===== config.mk =====
export PLATFORM = sky130hd
export DESIGN_NAME = stack_program_feeder_flat
export DESIGN_NICKNAME = d
export VERILOG_FILES = /design/src/rtl/stack_program_feeder_if.sv /design/src/rtl/stack_program_feeder.sv /design/src/flat_wrapper.sv
export SDC_FILE = /design/constraint.sdc
export NUM_CORES = 1
export LEC_CHECK = 0
export CORE_MARGIN = 4
export CORE_UTILIZATION = 51
export CTS_CLUSTER_SIZE = 25
export DETAILED_ROUTE_END_ITERATION = 8
export PLACE_DENSITY = 0.67
export REMOVE_ABC_BUFFERS = 1
export SLEW_MARGIN = 20
export SYNTH_ARGS = -nofsm -noshare
export SYNTH_HDL_FRONTEND = slang
export SYNTH_SLANG_ARGS = --single-unit

===== constraint.sdc =====
create_clock -name clk -period 3.18 [get_ports clk]
set_input_delay 0.636 -clock clk [delete_from_list [all_inputs] [get_ports clk]]
set_output_delay 0.636 -clock clk [all_outputs]
set_load 0.02 [all_outputs]

===== src/rtl/stack_program_feeder_if.sv =====
// Load/replay interface for stack_program_feeder.
// The master side loads programs and consumes nibbles; the slave side is the feeder.
interface stack_program_feeder_if #(
  parameter int AW = 4
);
  logic          clear;
  logic          load;
  logic [3:0]    in_nibble;
  logic          start;
  logic          cpu_ready;
  logic [3:0]    out_nibble;
  logic          out_valid;
  logic          busy;
  logic          done;
  logic [AW:0]   count;
  logic          overflow;

  modport master (
    output clear, load, in_nibble, start, cpu_ready,
    input  out_nibble, out_valid, busy, done, count, overflow
  );

  modport slave (
    input  clear, load, in_nibble, start, cpu_ready,
    output out_nibble, out_valid, busy, done, count, overflow
  );
endinterface


===== src/rtl/stack_program_feeder.sv =====
// Program buffer that replays stored nibbles into the stack_cpu input stream.
// Replay is valid/ready, with an optional loop-forever mode.
module stack_program_feeder #(
  parameter int DEPTH = 16,
  parameter int AW    = 4,
  parameter bit LOOP  = 1'b0
) (
  input logic clk,
  input logic rst,
  stack_program_feeder_if.slave bus
);
  typedef enum logic [1:0] {IDLE, RUN, DONE} state_t;

  localparam logic [AW:0] FULL = (AW+1)'(DEPTH);

  state_t        state_q, state_d;
  logic [3:0]    mem_q [DEPTH];
  logic [AW:0]   count_q, count_d;
  logic [AW-1:0] rd_ptr_q, rd_ptr_d;
  logic          ovf_q, ovf_d;
  logic          wr_en;
  logic          xfer;
  logic          last;

  assign xfer  = (state_q == RUN) && bus.cpu_ready;
  assign last  = ({1'b0, rd_ptr_q} == (count_q - 1'b1));
  assign wr_en = (state_q == IDLE) && bus.load &&
                 !bus.clear && (count_q != FULL);

  always_ff @(posedge clk or negedge rst) begin
    if (!rst) begin
      state_q  <= IDLE;
      count_q  <= '0;
      rd_ptr_q <= '0;
      ovf_q    <= 1'b0;
    end else begin
      state_q  <= state_d;
      count_q  <= count_d;
      rd_ptr_q <= rd_ptr_d;
      ovf_q    <= ovf_d;
    end
  end

  always_ff @(posedge clk or negedge rst) begin
    if (!rst) begin
      for (int i = 0; i < DEPTH; i++) mem_q[i] <= 4'h0;
    end else if (wr_en) begin
      mem_q[count_q[AW-1:0]] <= bus.in_nibble;
    end
  end

  always_comb begin
    state_d  = state_q;
    count_d  = count_q;
    rd_ptr_d = rd_ptr_q;
    ovf_d    = ovf_q;
    if (bus.clear) begin
      state_d  = IDLE;
      count_d  = '0;
      rd_ptr_d = '0;
      ovf_d    = 1'b0;
    end else begin
      unique case (state_q)
        IDLE: begin
          if (bus.load) begin
            if (count_q == FULL) ovf_d = 1'b1;
            else count_d = count_q + 1'b1;
          end else if (bus.start && count_q != '0) begin
            state_d  = RUN;
            rd_ptr_d = '0;
          end
        end
        RUN: begin
          if (xfer) begin
            if (last) begin
              rd_ptr_d = '0;
              if (!LOOP) state_d = DONE;
            end else begin
              rd_ptr_d = rd_ptr_q + 1'b1;
            end
          end
        end
        DONE:    state_d = IDLE;
        default: state_d = IDLE;
      endcase
    end
  end

  always_comb begin
    bus.out_valid  = 1'b0;
    bus.out_nibble = 4'h0;
    bus.busy       = 1'b0;
    bus.done       = 1'b0;
    unique case (1'b1)
      (state_q == RUN): begin
        bus.out_valid  = 1'b1;
        bus.out_nibble = mem_q[rd_ptr_q];
        bus.busy       = 1'b1;
      end
      (state_q == DONE): begin
        bus.busy = 1'b1;
        bus.done = 1'b1;
      end
      default: ;
    endcase
    bus.count    = count_q;
    bus.overflow = ovf_q;
  end
endmodule


===== src/flat_wrapper.sv =====
// flat-port wrapper written by rule: the top's interface ports become plain ports
module stack_program_feeder_flat 
#(
  parameter int DEPTH = 16,
  parameter int AW    = 4,
  parameter bit LOOP  = 1'b0
)
  (clk, rst, bus_clear, bus_load, bus_in_nibble, bus_start, bus_cpu_ready, bus_out_nibble, bus_out_valid, bus_busy, bus_done, bus_count, bus_overflow);
  stack_program_feeder_if #(.AW(AW)) bus_i ();
  input logic clk;
  input logic rst;
  input wire logic [$bits(bus_i.clear)-1:0] bus_clear;
  input wire logic [$bits(bus_i.load)-1:0] bus_load;
  input wire logic [$bits(bus_i.in_nibble)-1:0] bus_in_nibble;
  input wire logic [$bits(bus_i.start)-1:0] bus_start;
  input wire logic [$bits(bus_i.cpu_ready)-1:0] bus_cpu_ready;
  output wire logic [$bits(bus_i.out_nibble)-1:0] bus_out_nibble;
  output wire logic [$bits(bus_i.out_valid)-1:0] bus_out_valid;
  output wire logic [$bits(bus_i.busy)-1:0] bus_busy;
  output wire logic [$bits(bus_i.done)-1:0] bus_done;
  output wire logic [$bits(bus_i.count)-1:0] bus_count;
  output wire logic [$bits(bus_i.overflow)-1:0] bus_overflow;
  assign bus_i.clear = bus_clear;
  assign bus_i.load = bus_load;
  assign bus_i.in_nibble = bus_in_nibble;
  assign bus_i.start = bus_start;
  assign bus_i.cpu_ready = bus_cpu_ready;
  assign bus_out_nibble = bus_i.out_nibble;
  assign bus_out_valid = bus_i.out_valid;
  assign bus_busy = bus_i.busy;
  assign bus_done = bus_i.done;
  assign bus_count = bus_i.count;
  assign bus_overflow = bus_i.overflow;
  stack_program_feeder #(.DEPTH(DEPTH), .AW(AW), .LOOP(LOOP)) u_core (.clk(clk), .rst(rst), .bus(bus_i));
endmodule

==> metrics.md, run 1 <==
| Metric | Value |
|---|---|
| Filler Cells Inserted | between 600 and 700 |
| Post-synthesis xor/xnor area fraction | about 2.0% |
| Design area | between 4000 and 5000 um2 |
| First-pass GRT wire length | between 10 and 15 mm |
| Clock network fraction of total power | ~28% |
| CTS Hold Bufs | 0 |
| Most frequent cells in the layout | 76 x dfrtp_1, 64 x mux2_2, 20 x mux4_2, 17 x nand2_1, 17 x clkdlybuf4s50_1 |
| Avg Synthesized Cell Area | around 14 um2 |
| Setup Total Neg Slack | 0 ps |
| Fraction of the mapped netlist area in adder cells | about 3.2% |
| HP Class | in -> async |
| Total congestion overflow | 0 |
| Main combinational cell family by area after synthesis | multiplexers |
| Total GRT Usage | between 20% and 30% |
| Sequential share of the synthesized area | 49.24% |
| Crit path top cell by count | mux4_2 |
| Storage element area | roughly 1900 um2 |
| RSZ-0062 raised after global routing | false |
| Layout Area Growth over Synthesis | 13.93% |
| Max Cap Viol | 0 |
| Post-DR vias/cell | 5.810 |
| Crit path arrival time | between 2000 and 2500 ps |
| Final Hold Vio Count | 0 |
| Fin nets | about 330 |
| Post-Syn Area | between 3000 and 4000 um2 |
| Initial DRC Count | roughly 190 |
| CP Max Fanout | 21 |
| Sequential fraction of design power | between 40% and 50% |
| CP peak stage delay | about 520 ps |
| Sw Share | between 20 and 30% |
| Least-Margin Pin Slew | between 900 and 1000 ps |
| Leakage Power | approximately 2.0 nW |
| TritonCTS Buffers | 9 |
| CTS Root Cell | clkbuf_8 |
| CP max stage cell | mux4_2 |
| Vias in the first global route | roughly 2,500 |
| Minimum clock period | 3064 ps |
| Post-synth ARST share | 100.0% |
| 1st-pass router iterations | 4 |
| P per Cell Area | 595.6 nW/um2 |
| Outcome | finished, final reports clean |
| Setup-failing EPs final | 0 |
| I/O Buffers | 22 |
| Synth Area in Compound Gates | between 3 and 4% |
| Dpl hpwl | ~5.8 mm |
| Post-Synth Simple-Gate Area | 8.682% |
| Peak supply drop | between 300 and 400 uV |
| Aggregate routed wire length | 8.411 mm |
| GPL Wtd Cong | roughly 0.78 |
| CP Buf/Inv Count | 2 |
| Crit-path cells | buf_12 > mux4_2 > mux4_2 > and2_1 > dlygate4sd2_1 |
| Placed inst area | between 4000 and 5000 um2 |
| Clock slew at reported path FFs | around 80 ps |
| CP endpoint kind | primary output |
| Cell family with most CP delay | multiplexers |
| Initial antenna violation count | 0 |
| Int Power | between 0.0015 and 0.002 W |
| Synthesized instance count | about 290 |
| Worst Setup Path Type | reg -> out |
| Startpoint class of the critical path | flip-flop |
| Die H | 95.03 um |
| CORE AREA | between 7000 and 8000 um2 |
| Worst path depth | 5 |
| Die area | around 9000 um2 |
| Multiplexer share of the synthesized area | between 30% and 40% |
| Slew Viols, Final | 0 |
| Yosys warning count | 0 |
| CP Data Required Time | 2540 ps |
| CTS tree | built |
| Post-synth EDFFs | 0 |
| Final ANT Viol Nets | 0 |
| Clk_skew | 7.307 ps |
| Synth Register Bits | between 70 and 80 |
| Layout cells sized above 1 | between 30% and 40% |
| Site Rows | 31 |
| Clk_lat worst skew | about 350 ps |
| H-Tree Depth | 3 |
| Multi-input gate area | between 1500 and 2000 um2 |
| NetSw | ~0.00078 W |
| # diodes | 0 |
| Max Root-Sink Buffers | 2 |
| Post-CTS sizing | 4 |
| DR vias | around 2,400 |
| Max-slew headroom | between 30% and 40% |
| Die width | 95.03 um |
| Comb power frac | about 28% |
| Avg WL per Cell | 20.22 um |
| Starting density of the core | a little over half |
| R2R depth | 7 |
| Clock sink count | 76 |
| Commonest non-fill, non-tap cell in the layout | dfrtp_1 |
| Largest net degree at the start of global routing | slightly below 80 |
| IO Pins | 23 |
| Fin crit share | a little over nine tenths |
| Synth cell types | 37 |
| DRC violation count after routing | 0 |
| Main synth FF type | dfrtp_1 |
| Max Fclk | 326.3 MHz |
| Postcts setup bufs | 0 |
-- worst paths after layout --
kind,from,slack [ps],endpoint
min in group clk,u_core.mem_q[0],510,u_core.mem_q[0]
max in group asynchronous,rst,2150,u_core.mem_q[60]
worst min-delay path,rst,430,u_core.mem_q[36]
worst max register to register,u_core.bus.count[0],780,u_core.rd_ptr_q[3]
worst max-delay path,u_core.rd_ptr_q[0],120,bus_out_nibble[3]
worst min register to register,u_core.mem_q[0],510,u_core.mem_q[0]
-- registers in the layout, indices dropped and copies added (netlist names) --
name,cells
u_core.rd_ptr_q,4
u_core.bus.count,5
u_core.state_q,2
u_core.bus.overflow,1
u_core.mem_q,64
-- final cells by class --
| type | instances | area share, % |
|---|---|---|
| Inverter | 11 | 0.9383 |
| Timing Repair Buffer | 30 | 6.483 |
| Tap cell | 99 | 2.815 |
| Sequential cell | 76 | 43.22 |
| Multi-Input combinational cell | 185 | 42.25 |
| Clock inverter | 6 | 1.479 |
| Clock buffer | 9 | 2.815 |
-- cell families (layout without fill, tap and decap cells) --
group / Yosys count / count (layout)
multiplexers: 86 / 86
flip-flops: 76 / 76
AO/OA/AOI/OAI: 15 / 15
XOR/XNOR: 9 / 9
buffers and inverters: 25 / 56
AND/OR/NAND/NOR: 65 / 65
adder cells (fa/ha/maj): 10 / 10
-- through the flow --
stage | total power (W) | hold slack [ps] | setup slack, ps | util, % | cells
after floorplan | 0.001693 | 340.4 | 352.5 | - | 272
after global placement | 0.001915 | 486.6 | 277.7 | 57.82 | 401
after detailed placement | 0.001932 | 490.4 | 259.0 | 57.82 | 401
after CTS | 0.002648 | 469.3 | 91.16 | 60.35 | 416
after global routing | 0.002759 | 507.3 | 29.15 | 60.35 | 416
final | 0.002621 | 432.0 | 115.5 | 60.35 | 416
-- power by group through the flow --
stage | clock, W | combinational, W | sequential (W)
2_1_floorplan | 0 | 0.000492 | 0.00120
3_3_place_gp | 0 | 0.000721 | 0.00119
3_5_place_dp | 0 | 0.000741 | 0.00119
4_1_cts | 0.000741 | 0.000735 | 0.00117
5_1_grt | 0.000781 | 0.000790 | 0.00119
6_report | 0.000722 | 0.000724 | 0.00117
-- synth_stat cells, types with 2 or more instances --
cell type	number	area, um2
nor2_1	13	48.80
clkbuf_1	8	30.03
or3_1	4	25.02
buf_2	6	30.03
xnor2_1	5	43.79
nand2b_1	2	12.51
nand4_1	4	25.02
nor3_1	2	10.01
and2_1	5	31.28
ha_1	10	125.1
a41oi_1	2	17.52
a31oi_1	2	12.51
o31a_1	2	17.52
nor4b_1	2	17.52
inv_1	10	37.54
o21ai_0	2	10.01
and3_1	2	12.51
mux2_2	64	720.7
xor2_1	4	35.03
mux4_2	20	450.4
nand3_1	6	30.03
nand2_1	17	63.81
dfrtp_1	76	1902
mux2i_1	2	20.02
and2_0	3	18.77
o22ai_1	2	12.51
-- layer usage --
layer | share of wire, % | GRT usage [%] | vias up
met5 | 0 | 0 | -
met1 | 45 | 30.26 | 1230
met2 | 47 | 30.36 | 69
met4 | 1.9 | 6.611 | 0
li1 | - | - | 1100
met3 | 5.4 | 6.077 | 18
(Power assumes the default switching activity.)
==> run 2: changes to the inputs <==
--- a/config.mk
+++ b/config.mk
@@ -9,6 +9,7 @@
 export CORE_UTILIZATION = 51
 export CTS_CLUSTER_SIZE = 25
 export DETAILED_ROUTE_END_ITERATION = 8
+export GPL_ROUTABILITY_DRIVEN = 0
 export PLACE_DENSITY = 0.67
 export REMOVE_ABC_BUFFERS = 1
 export SLEW_MARGIN = 20
==> results of run 2 <==
No change in the layout: final DEF, timing and power equal those of run 1.
